## src/rtl/cam_threshold_capture.sv

```systemverilog
// Camera-domain producer: parses VSYNC/HREF/YUV422 bytes, binarises luma against a
// per-frame threshold and writes one bit per pixel into the frame buffer.
module cam_threshold_capture #(
   parameter int H_PIXELS = 320,
   parameter int V_LINES  = 240,
   parameter int ADDR_W   = 17
) (
   input  logic              w_clk,
   input  logic              w_rst_n,
   input  logic              cam_vsync,
   input  logic              cam_href,
   input  logic [7:0]        cam_data,
   input  logic [7:0]        i_threshold,
   input  logic              i_invert,
   output logic              wr_en,
   output logic [ADDR_W-1:0] wr_addr,
   output logic              wr_data,
   output logic              frame_done,
   output logic              frame_err,
   output logic [8:0]        line_count,
   output logic [1:0]        fsm_state
);

   localparam int                COL_W  = $clog2(H_PIXELS + 1);
   localparam logic [COL_W-1:0]  H_COL  = COL_W'(H_PIXELS);
   localparam logic [8:0]        V_LN   = 9'(V_LINES);
   localparam logic [ADDR_W-1:0] H_ADDR = ADDR_W'(H_PIXELS);

   typedef enum logic [1:0] {
      WAIT_SYNC = 2'd0,
      BLANK     = 2'd1,
      ACTIVE    = 2'd2,
      FRAME_END = 2'd3
   } state_t;

   state_t            state;
   state_t            state_d;
   logic              s1_vsync;
   logic              s1_href;
   logic [7:0]        s1_data;
   logic              vsync_q;
   logic              href_q;
   logic              phase;
   logic [COL_W-1:0]  col;
   logic [8:0]        line;
   logic [ADDR_W-1:0] line_base;
   logic              err_flag;
   logic [7:0]        thr_q;
   logic              inv_q;

   logic vs_rise;
   logic vs_fall;
   logic href_fall;
   logic line_end;
   logic y_byte;
   logic col_ok;
   logic line_ok;
   logic pix_keep;
   logic pix_write;

   assign fsm_state = state;

   assign vs_rise   = s1_vsync & ~vsync_q;
   assign vs_fall   = ~s1_vsync & vsync_q;
   assign href_fall = ~s1_href & href_q;
   assign col_ok    = (col < H_COL);
   assign line_ok   = (line < V_LN);

   // A vsync rise while href is still high closes the line before the frame ends.
   assign line_end  = (state == ACTIVE) && (href_fall || (vs_rise && s1_href));
   assign y_byte    = (state == ACTIVE) && s1_href && !phase && !vs_rise;
   assign pix_keep  = y_byte && col_ok;
   assign pix_write = pix_keep && line_ok;

   always_comb begin
      state_d = state;
      case (state)
         WAIT_SYNC: if (vs_rise) state_d = BLANK;
         BLANK:     if (vs_fall) state_d = ACTIVE;
         ACTIVE:    if (vs_rise) state_d = FRAME_END;
         FRAME_END: state_d = BLANK;
         default:   state_d = WAIT_SYNC;
      endcase
   end

   always_ff @(posedge w_clk or negedge w_rst_n) begin
      if (!w_rst_n) begin
         state      <= WAIT_SYNC;
         s1_vsync   <= 1'b0;
         s1_href    <= 1'b0;
         s1_data    <= 8'd0;
         vsync_q    <= 1'b0;
         href_q     <= 1'b0;
         phase      <= 1'b0;
         col        <= '0;
         line       <= 9'd0;
         line_base  <= '0;
         err_flag   <= 1'b0;
         thr_q      <= 8'd0;
         inv_q      <= 1'b0;
         wr_en      <= 1'b0;
         wr_addr    <= '0;
         wr_data    <= 1'b0;
         frame_done <= 1'b0;
         frame_err  <= 1'b0;
         line_count <= 9'd0;
      end else begin
         s1_vsync   <= cam_vsync;
         s1_href    <= cam_href;
         s1_data    <= cam_data;
         vsync_q    <= s1_vsync;
         href_q     <= s1_href;
         state      <= state_d;
         wr_en      <= 1'b0;
         frame_done <= 1'b0;
         frame_err  <= 1'b0;
         phase      <= s1_href ? ~phase : 1'b0;

         // Threshold and polarity are frozen for the whole frame at vsync fall.
         if (state == BLANK && vs_fall) begin
            thr_q     <= i_threshold;
            inv_q     <= i_invert;
            line      <= 9'd0;
            col       <= '0;
            line_base <= '0;
            phase     <= 1'b0;
            err_flag  <= 1'b0;
         end

         if (pix_keep) col <= col + COL_W'(1);

         if (pix_write) begin
            wr_en   <= 1'b1;
            wr_addr <= line_base + ADDR_W'(col);
            wr_data <= (s1_data >= thr_q) ^ inv_q;
         end

         if (y_byte && !col_ok) err_flag <= 1'b1;

         if (line_end) begin
            if (col != H_COL) err_flag <= 1'b1;
            if (line != 9'd511) line <= line + 9'd1;
            // Base stops advancing past the last stored line, so it never wraps.
            if (line_ok) line_base <= line_base + H_ADDR;
            col   <= '0;
            phase <= 1'b0;
         end

         if (state == FRAME_END) begin
            if (!err_flag && line == V_LN) frame_done <= 1'b1;
            else                           frame_err  <= 1'b1;
            line_count <= line;
         end
      end
   end

endmodule

```

## config.mk

```make
export PLATFORM = sky130hd
export DESIGN_NAME = cam_threshold_capture
export DESIGN_NICKNAME = d
export VERILOG_FILES = /design/src/rtl/cam_threshold_capture.sv
export SDC_FILE = /design/constraint.sdc
export NUM_CORES = 1
export LEC_CHECK = 0
export CAP_MARGIN = 15
export CORE_MARGIN = 2
export CORE_UTILIZATION = 25
export CTS_BUF_LIST = sky130_fd_sc_hd__clkbuf_8 sky130_fd_sc_hd__clkbuf_16
export DETAILED_ROUTE_END_ITERATION = 10
export PLACE_DENSITY = 0.53
export RECOVER_POWER = 100
export SYNTH_ARGS = -nofsm -noshare
export SYNTH_HDL_FRONTEND = slang
export SYNTH_SLANG_ARGS = --single-unit
```

## constraint.sdc

```tcl
create_clock -name w_clk -period 4.4 [get_ports w_clk]
set_clock_uncertainty 0.1 [all_clocks]
set_input_delay 0.66 -clock w_clk [delete_from_list [all_inputs] [get_ports w_clk]]
set_output_delay 0.66 -clock w_clk [all_outputs]
set_load 0.02 [all_outputs]
```

==> run metrics <==
HP Class=flop to flop; commonest non-fill, non-tap cells in the layout=dfrtp_1 (90), o21ai_0 (47), dlygate4sd3_1 (42); Root Driver=clkbuf_16; CTS H-tree lvls=3; HPWL Detailed=roughly 6.6 mm; worst reg-to-reg path cell count=8; global route overflow=0; CP Capture Type=async pin; post_cts resized=0; Syn Nets=between 400 and 500; Max clock buf depth=2; max_cap viols=1; Area Growth Syn to Fin=22.5%; Die Wd=between 100 and 150 µm; worst-margin pin slew=1630 ps; port buffer count=52; Final setup viols=0; crit path DAT=approximately 3000 ps; Seq cells post-synth=90; Final ANT Viol Nets=0; reg-to-reg setup timing slack=between 1500 and 2000 ps; Ant. Diodes=0; clock-pin transition on the worst setup and hold timing paths=60 ps; Max-slew headroom=-8.51%; critical path, cell by cell=clkbuf_2, clkbuf_1; fraction of layout cells with a size suffix above 1=under 10%; Final nets=roughly 530; Worst setup SP type=input port; most common cell after layout, fill and taps aside=dfrtp_1; failing checks=capacitance limit, slew limit; Post-Synth Simple-Gate Area=between 10% and 20%; Avg Inst Size Synth=between 10 and 15 µm²; drt via density=roughly 4.6; Num CTS Buffers=9; CP Max Fanout=65; Ys Warns=0; GP Congestion=slightly below 0.8; asr flop ratio synth=100%; total wire length=between 9 and 10 mm; hold_ws=roughly 350 ps; Wirelength per Cell=about 13 µm; fmax=~0.35 GHz; Worst path top cell family by delay=buffers and inverters; later-pin clock latency in the skew report=roughly 350 ps; RSZ-0062 raised after global routing=no; period utilisation layout=64.4%; post-synthesis mux area share=4.78%; Crit Path Class=input port to async pin; Setup TNS Final=0 ps; Pleak=between 0.002 and 0.0025 µW; vias=~3300; required time worst endpoint=~4500 ps; Synth Area in Adders=8.27%; fin area=~5500 µm²; CTS tree=done; run status=complete, but fails checks; number of cells on the critical path=2; Overall Power=between 2000 and 3000 µW; Clock Sinks=90; VDD IR-drop max=between 200 and 250 µV; DRC=0; main combinational cell family by area after synthesis=simple AND/OR/NAND/NOR gates; row cnt=48; largest net degree at the start of global routing=66; FF-to-FF End=wr_addr[7]; initial antenna violation count=0; final-layout fill cell count=1796; Netlist cell types=52; non-filler cells, final=~710; Hold Fails Final Rpt=0; starting density of the core=25.7%; Seq/Total Area, Yosys=between 50% and 60%; Die ar.=between 15000 and 20000 µm²; slowest CP cell=clkbuf_2; Core ar.=17400 µm²; Main synth FF type=dfrtp_1; Area after DPL=~5200 µm²; worst reg2reg startpoint=fsm_state[0]; Tmin final=about 2800 ps; Power Density=496 nW/µm²; Iteration-0 DRC Markers=around 230; I/O pin count=53; gr usage total=between 10% and 20%; Die Height=138 µm; crit path capture=line[0]; drt pass-1 iters=4; postcts setup bufs=0; xor/xnor cell area share of the yosys netlist=between 2 and 2.5%; first-pass GRT wire length=about 16 mm; vias in the first global route=about 3100; dpl cells=between 600 and 700; Mapped Cells=roughly 430; synthesized cell area=4480 µm²; CP Launch Point=w_rst_n; Slowest Stage Delay on Critical Path=between 1000 and 1500 ps; fin. max-slew vios=66; # hold bufs at CTS=0; Compound-Gate Fraction of Synth Area=around 14%; CP Buf/Inv Count=2; Post-synth EDFFs=0
synth_stat cells, types with 6 or more instances:
| cell type | n | area share (%) |
|---|---|---|
| a21oi_1 | 13 | 1.5 |
| a31oi_1 | 10 | 1.4 |
| and2_1 | 8 | 1.1 |
| dfrtp_1 | 90 | 50 |
| ha_1 | 28 | 7.8 |
| inv_1 | 22 | 1.8 |
| mux2_2 | 19 | 4.8 |
| nand2_1 | 41 | 3.4 |
| nand3_1 | 24 | 2.7 |
| nor2_1 | 20 | 1.7 |
| nor2b_1 | 7 | 0.98 |
| o21ai_0 | 47 | 5.3 |
| o31ai_1 | 8 | 1.3 |
| or3_1 | 6 | 0.84 |
| xnor2_1 | 7 | 1.4 |
layer usage:
layer / vias up / share of wire, % / track usage, %
li1: 1655 / - / -
met5: - / 0 / 0
met2: 73 / 44 / 16.2
met4: 0 / 1.0 / 3.06
met1: 1548 / 49 / 14.4
met3: 8 / 5.4 / 4.23
logic make-up (layout without fill, tap and decap cells):
kind of cell,Yosys count,count (layout)
mux,19,19
compound gates,102,102
buf+inv,35,93
flops,90,90
xor+xnor,11,11
fa+ha+maj,29,29
simple gates,143,143
area by class of cell:
class | instances | area [µm²] | share of cell area (%)
Clock inverter | 7 | 63.8 | 1.16
Sequential cell | 90 | 2250 | 41.1
Timing Repair Buffer | 55 | 527 | 9.61
Clock buffer | 9 | 225 | 4.11
Multi-Input combinational cell | 304 | 2050 | 37.4
Inverter | 22 | 82.6 | 1.51
Tap cell | 225 | 282 | 5.13
sequential cells by signal, summed over array words and instances (netlist names):
register    count
vsync_q         1
line            9
wr_en           1
col             9
wr_addr        17
wr_data         1
thr_q           8
frame_done      1
fsm_state       2
line_count      9
inv_q           1
err_flag        1
frame_err       1
line_base      17
s1_data         8
s1_href         1
phase           1
href_q          1
s1_vsync        1
per-stage QoR:
stage | setup slack [ps] | util, %
finish | 1570 | 31.5
global placement | 1720 | 30.0
floorplan | 2250 | -
global route | 1020 | 31.5
detailed placement | 1620 | 30.0
CTS | 1590 | 31.6
how the worst min path moves through the flow:
stage             start  endpoint  slack, ps  cells past startpoint
4_1_cts         w_rst_n    col[2]        350                      1
5_1_grt        s1_vsync   vsync_q        390                      0
3_5_place_dp   s1_vsync   vsync_q        350                      0
6_report       s1_vsync   vsync_q        350                      0
2_1_floorplan   w_rst_n    col[0]        260                      0
3_3_place_gp   s1_vsync   vsync_q        350                      0
report_power, final:
group	switching (µW)	leakage, µW	internal (µW)
Clock	329	0.000141	434
Combinational	460	0.00114	364
Sequential	136	0.00117	996
Total	925	0.00245	1790
No activity file was read; power rests on OpenSTA's default activity.
